File: src/rtl/uart_rx_oversampled_if.sv
// Signal bundle between a serial-line/config driver and the oversampled UART receiver.
interface uart_rx_oversampled_if;
    logic       s_tick;
    logic       rx;
    logic       data_bits;
    logic [1:0] parity_mode;
    logic       stop_bits;
    logic [7:0] dout;
    logic       rx_done_tick;
    logic       parity_err;
    logic       frame_err;

    modport master (
        output s_tick, rx, data_bits, parity_mode, stop_bits,
        input  dout, rx_done_tick, parity_err, frame_err
    );

    modport slave (
        input  s_tick, rx, data_bits, parity_mode, stop_bits,
        output dout, rx_done_tick, parity_err, frame_err
    );
endinterface

File: src/rtl/uart_rx_oversampled.sv
// Oversampling UART receiver: 7/8 data bits, optional even/odd parity, 1/2 stop bits,
// centre-of-bit sampling driven by an external OVS x baud tick.
module uart_rx_oversampled #(
    parameter int OVS = 16
) (
    input  logic                  clk,
    input  logic                  rst,
    uart_rx_oversampled_if.slave  bus
);
    localparam int TW = $clog2(OVS);
    localparam logic [TW-1:0] HALF_M1 = TW'(OVS / 2 - 1);
    localparam logic [TW-1:0] TOP     = TW'(OVS - 1);

    typedef enum logic [2:0] {S_IDLE, S_START, S_DATA, S_PARITY, S_STOP} state_t;

    logic          rx_meta_q, rx_s_q;
    state_t        state_q, state_d;
    logic [TW-1:0] tick_q, tick_d;
    logic [2:0]    bit_q, bit_d;
    logic          stop_q, stop_d;
    logic [7:0]    shreg_q, shreg_d;
    logic          db_q, db_d;
    logic [1:0]    pm_q, pm_d;
    logic          sb_q, sb_d;
    logic          perr_pend_q, perr_pend_d;
    logic          ferr_pend_q, ferr_pend_d;
    logic          brk_q, brk_d;
    logic [7:0]    dout_q, dout_d;
    logic          perr_q, perr_d;
    logic          ferr_q, ferr_d;
    logic          done_q, done_d;

    logic          par_en, par_exp, ferr_now;
    logic [2:0]    last_bit;

    always_ff @(posedge clk) begin
        if (rst) begin
            rx_meta_q <= 1'b1;
            rx_s_q    <= 1'b1;
        end else begin
            rx_meta_q <= bus.rx;
            rx_s_q    <= rx_meta_q;
        end
    end

    always_ff @(posedge clk) begin
        if (rst) begin
            state_q     <= S_IDLE;
            tick_q      <= '0;
            bit_q       <= '0;
            stop_q      <= 1'b0;
            shreg_q     <= '0;
            db_q        <= 1'b1;
            pm_q        <= 2'b00;
            sb_q        <= 1'b0;
            perr_pend_q <= 1'b0;
            ferr_pend_q <= 1'b0;
            brk_q       <= 1'b0;
            dout_q      <= '0;
            perr_q      <= 1'b0;
            ferr_q      <= 1'b0;
            done_q      <= 1'b0;
        end else begin
            state_q     <= state_d;
            tick_q      <= tick_d;
            bit_q       <= bit_d;
            stop_q      <= stop_d;
            shreg_q     <= shreg_d;
            db_q        <= db_d;
            pm_q        <= pm_d;
            sb_q        <= sb_d;
            perr_pend_q <= perr_pend_d;
            ferr_pend_q <= ferr_pend_d;
            brk_q       <= brk_d;
            dout_q      <= dout_d;
            perr_q      <= perr_d;
            ferr_q      <= ferr_d;
            done_q      <= done_d;
        end
    end

    // shreg is cleared at frame start, so in 7-bit mode bit 0 is 0 and ^shreg_q covers only data
    assign par_en   = (pm_q == 2'b01) || (pm_q == 2'b10);
    assign par_exp  = (pm_q == 2'b10) ? ~(^shreg_q) : ^shreg_q;
    assign last_bit = db_q ? 3'd7 : 3'd6;
    assign ferr_now = ferr_pend_q | ~rx_s_q;

    always_comb begin
        state_d     = state_q;
        tick_d      = tick_q;
        bit_d       = bit_q;
        stop_d      = stop_q;
        shreg_d     = shreg_q;
        db_d        = db_q;
        pm_d        = pm_q;
        sb_d        = sb_q;
        perr_pend_d = perr_pend_q;
        ferr_pend_d = ferr_pend_q;
        brk_d       = brk_q;
        dout_d      = dout_q;
        perr_d      = perr_q;
        ferr_d      = ferr_q;
        done_d      = 1'b0;

        if (bus.s_tick) begin
            unique case (state_q)
                S_IDLE: begin
                    if (brk_q) begin
                        if (rx_s_q) brk_d = 1'b0;
                    end else if (!rx_s_q) begin
                        state_d     = S_START;
                        tick_d      = '0;
                        db_d        = bus.data_bits;
                        pm_d        = bus.parity_mode;
                        sb_d        = bus.stop_bits;
                        shreg_d     = '0;
                        perr_pend_d = 1'b0;
                        ferr_pend_d = 1'b0;
                    end
                end
                S_START: begin
                    if (tick_q == HALF_M1) begin
                        tick_d  = '0;
                        bit_d   = '0;
                        state_d = rx_s_q ? S_IDLE : S_DATA;
                    end else begin
                        tick_d = tick_q + TW'(1);
                    end
                end
                S_DATA: begin
                    if (tick_q == TOP) begin
                        tick_d  = '0;
                        shreg_d = {rx_s_q, shreg_q[7:1]};
                        if (bit_q == last_bit) begin
                            bit_d   = '0;
                            stop_d  = 1'b0;
                            state_d = par_en ? S_PARITY : S_STOP;
                        end else begin
                            bit_d = bit_q + 3'd1;
                        end
                    end else begin
                        tick_d = tick_q + TW'(1);
                    end
                end
                S_PARITY: begin
                    if (tick_q == TOP) begin
                        tick_d      = '0;
                        stop_d      = 1'b0;
                        perr_pend_d = (rx_s_q != par_exp);
                        state_d     = S_STOP;
                    end else begin
                        tick_d = tick_q + TW'(1);
                    end
                end
                S_STOP: begin
                    if (tick_q == TOP) begin
                        tick_d      = '0;
                        ferr_pend_d = ferr_now;
                        if (stop_q == sb_q) begin
                            state_d = S_IDLE;
                            done_d  = 1'b1;
                            dout_d  = db_q ? shreg_q : {1'b0, shreg_q[7:1]};
                            perr_d  = par_en & perr_pend_q;
                            ferr_d  = ferr_now;
                            // a line held low through the stop bit is a break, not a new start
                            brk_d   = ferr_now & ~rx_s_q;
                        end else begin
                            stop_d = 1'b1;
                        end
                    end else begin
                        tick_d = tick_q + TW'(1);
                    end
                end
                default: state_d = S_IDLE;
            endcase
        end
    end

    assign bus.dout         = dout_q;
    assign bus.rx_done_tick = done_q;
    assign bus.parity_err   = perr_q;
    assign bus.frame_err    = ferr_q;
endmodule

File: src/flat_wrapper.sv
// flat-port wrapper written by rule: the top's interface ports become plain ports
module uart_rx_oversampled_flat 
#(
    parameter int OVS = 16
)
  (clk, rst, bus_s_tick, bus_rx, bus_data_bits, bus_parity_mode, bus_stop_bits, bus_dout, bus_rx_done_tick, bus_parity_err, bus_frame_err);
  uart_rx_oversampled_if bus_i ();
  input  logic clk;
  input  logic rst;
  input wire logic [$bits(bus_i.s_tick)-1:0] bus_s_tick;
  input wire logic [$bits(bus_i.rx)-1:0] bus_rx;
  input wire logic [$bits(bus_i.data_bits)-1:0] bus_data_bits;
  input wire logic [$bits(bus_i.parity_mode)-1:0] bus_parity_mode;
  input wire logic [$bits(bus_i.stop_bits)-1:0] bus_stop_bits;
  output wire logic [$bits(bus_i.dout)-1:0] bus_dout;
  output wire logic [$bits(bus_i.rx_done_tick)-1:0] bus_rx_done_tick;
  output wire logic [$bits(bus_i.parity_err)-1:0] bus_parity_err;
  output wire logic [$bits(bus_i.frame_err)-1:0] bus_frame_err;
  assign bus_i.s_tick = bus_s_tick;
  assign bus_i.rx = bus_rx;
  assign bus_i.data_bits = bus_data_bits;
  assign bus_i.parity_mode = bus_parity_mode;
  assign bus_i.stop_bits = bus_stop_bits;
  assign bus_dout = bus_i.dout;
  assign bus_rx_done_tick = bus_i.rx_done_tick;
  assign bus_parity_err = bus_i.parity_err;
  assign bus_frame_err = bus_i.frame_err;
  uart_rx_oversampled #(.OVS(OVS)) u_core (.clk(clk), .rst(rst), .bus(bus_i));
endmodule
File: config.mk
export PLATFORM = sky130hd
export DESIGN_NAME = uart_rx_oversampled_flat
export DESIGN_NICKNAME = d
export VERILOG_FILES = /design/src/rtl/uart_rx_oversampled_if.sv /design/src/rtl/uart_rx_oversampled.sv /design/src/flat_wrapper.sv
export SDC_FILE = /design/constraint.sdc
export NUM_CORES = 1
export LEC_CHECK = 0
export BUFFER_PORTS_ARGS = -buffer_cell sky130_fd_sc_hd__buf_2
export CORE_UTILIZATION = 55
export DETAILED_ROUTE_END_ITERATION = 12
export GPL_ROUTABILITY_DRIVEN = 0
export PLACE_DENSITY = 0.75
export SLEW_MARGIN = 10
export SYNTH_ARGS = -nofsm -noshare
export SYNTH_HDL_FRONTEND = slang
export SYNTH_SLANG_ARGS = --single-unit
File: constraint.sdc
create_clock -name clk -period 2.3 [get_ports clk]
set_input_delay 0.46 -clock clk [delete_from_list [all_inputs] [get_ports clk]]
set_output_delay 0.46 -clock clk [all_outputs]
set_load 0.05 [all_outputs]
==> impl_metrics.toml <==
[cells_and_area]
drive_gt1_share_pct = 16.9
final_nets = 259
area.growth.synth_to_final_pct = 9.46
antenna_cells = 0
mostFrequentLayoutCell = "dfxtp_1"
layout_common_cells = "39 x dfxtp_1, 36 x nor2_1, 18 x buf_2, 17 x a21oi_1, 12 x nand2_1"

[sta]
post-route-period-util_pct = 83.5
relSlewSlack_pct = 55.7
hold_ws_ps = 342
period_needed_ps = 1920
worst_pin_slew_ps = 665
finalClockSkew_ps = 13.2
fmax_ghz = 0.521
finalSetupViolCount = 0
fin_tns_setup_ps = 0
rsz0062_at_grt = "false"
finalHoldViolations = 0
drv_slew = 0

[clock_tree]
cts_tree = "yes"
cts_buffer_depth = 2
post_cts_buffers = 0
ctsHtreeMaxLevel = 2
cts_hold_buffers = 0
clk_pin_slew_worst_paths_ps = 70
cts_resized = 0
cts_root_buffer = "clkbuf_8"
cts_buffers = 5
clkSinkCount = 39
clkLatencyLatePin_ps = 300

[place]
portBuffers = 18
hpwl_um = 2750

[worst_hold_path]
min_path_type = "in -> reg"

[setup_path]
required_ps = 2510
critPathKind = "reg -> reg"
cp_max_fo = 18
critPathLaunchType = "flop"
crit_arrival_ps = 2130
worst_setup_path_end_kind = "flop"

[drt]
route.vias.total = 1644
drt_first_pass_iters = 4
drt_wl_total_um = 3870
post_drt_wl_per_cell_um = 13.2
viasPerCell = 5.59
drtAntennaViolNets = 0
drtIter0Drc = 109
drc = 0

[synthesis]
synth_area_per_cell_um2 = 8.72
synth.area.top_cells = "dfxtp_1 39%, nor2_1 6.7%, mux2i_1 5.4%, a21oi_1 4.2%, xnor2_1 3.9%"
synth-edff-count = 0
async_flop_share_pct = 0
ys_seq_area_share_pct = 38.6
synth_area_um2 = 2020
syn-instance-count = 232
synth_top_area_cell = "dfxtp_1"
syn-num-nets = 243
synth-seq-cells = 39
yosys_warnings = 0
synth_top_area_share_pct = 38.6
ys.flop_type = "dfxtp_1"
synth_cell_type_count = 52

[run_status]
status = "complete, no violations"

[grt]
grt-ovfl-total = 0
grt_pass1_vias = 1430
antenna_found_initial = 0
grt_pass1_wl_um = 6830
grt_util_all_layers_pct = 22.3
grt_max_degree = 39

[floorplanning]
die_area_um2 = 3930
die_w_um = 62.7
num_rows = 21
coreArea_um2 = 3440
start_util_pct = 58.8
fp.dieH_um = 62.7
boundaryPins = 19

[power]
powerDensity_nw_per_um2 = 554
leakage_nw = 0.912
finalPower_mw = 1.23
peakVddDrop_v = 0.000412

[job]
max_cap_violations = 0
[worst max-delay path, cell delays in order (launching register included)]
cell and delay (ps):
dfxtp_1 360, ha_1 300, nand3_1 220, nor2_1 270, and3_1 190, buf_4 210, nor2_1 60, a211oi_1 220
[report_power, final]
group	internal, mW	switching [mW]	leakage, nW
logic	0.0371	0.0557	0.553
clock network	0.207	0.242	0.0440
registers	0.682	0.00401	0.315
[state kept, by name, indices dropped and copies added (netlist names), 2 cells and up]
register	count
u_core.bus.dout	8
u_core.shreg_q	8
u_core.tick_q	4
u_core.bit_q	3
u_core.state_q	3
u_core.pm_q	2
[per-stage QoR]
step	cell area, um2	cells	setup slack (ps)	utilization (%)
5_1_grt	2210	294	119	64.3
6_report	2210	294	381	64.3
2_1_floorplan	2020	232	558	-
4_1_cts	2210	294	369	64.3
3_5_place_dp	2130	287	380	61.9
3_3_place_gp	2130	287	430	61.9
[logic make-up after synthesis]
group           Yosys count  synth area share (%)
compound gates           53                  18.4
fa+ha+maj                 3                  1.86
buf+inv                  20                  4.89
simple gates             90                  22.2
xor+xnor                 15                  8.10
mux                      12                  6.00
flops                    39                  38.6
[layout make-up]
class                           count  area [um2]
Fill cell                         320        1230
Multi-Input combinational cell    173        1140
Sequential cell                    39         781
Timing Repair Buffer               23         128
Clock buffer                        5        68.8
Tap cell                           46        57.6
Inverter                            6        22.5
Clock inverter                      2        13.8
[cell usage after synthesis (2+ instances only)]
cell type,instances
a21oi_1,17
mux2i_1,11
ha_1,3
a211oi_2,2
inv_1,6
clkbuf_1,6
xor2_1,4
a211oi_1,7
nor2b_1,4
nand3_1,6
xnor2_1,9
nand4_1,4
nor2_1,36
buf_2,4
o211ai_1,2
nand2b_1,3
or2_2,3
dfxtp_1,39
buf_4,3
and3_1,9
o21ai_0,7
a211o_1,3
nor3_1,3
nand3b_1,2
nand2_1,12
[routing by layer]
layer | track usage [%] | vias up | routed length [um]
li1 | - | 857 | -
met1 | 32.6 | 740 | 2010
met2 | 30.3 | 40 | 1620
met3 | 6.75 | 7 | 184
met4 | 8.72 | 0 | 60
met5 | 0 | - | 0
[final timing paths]
kind | from | end | depth (start not counted) | slack (ps)
worst max register to register | u_core.tick_q[0] | u_core.bus.dout[6] | 7 | 380
worst min-delay path | bus_rx | u_core.rx_meta_q | 2 | 340
worst max-delay path | u_core.tick_q[0] | u_core.bus.dout[6] | 7 | 380
worst min register to register | u_core.rx_meta_q | u_core.rx_s_q | 1 | 420
Note: power is estimated with default switching activity, not from simulation.
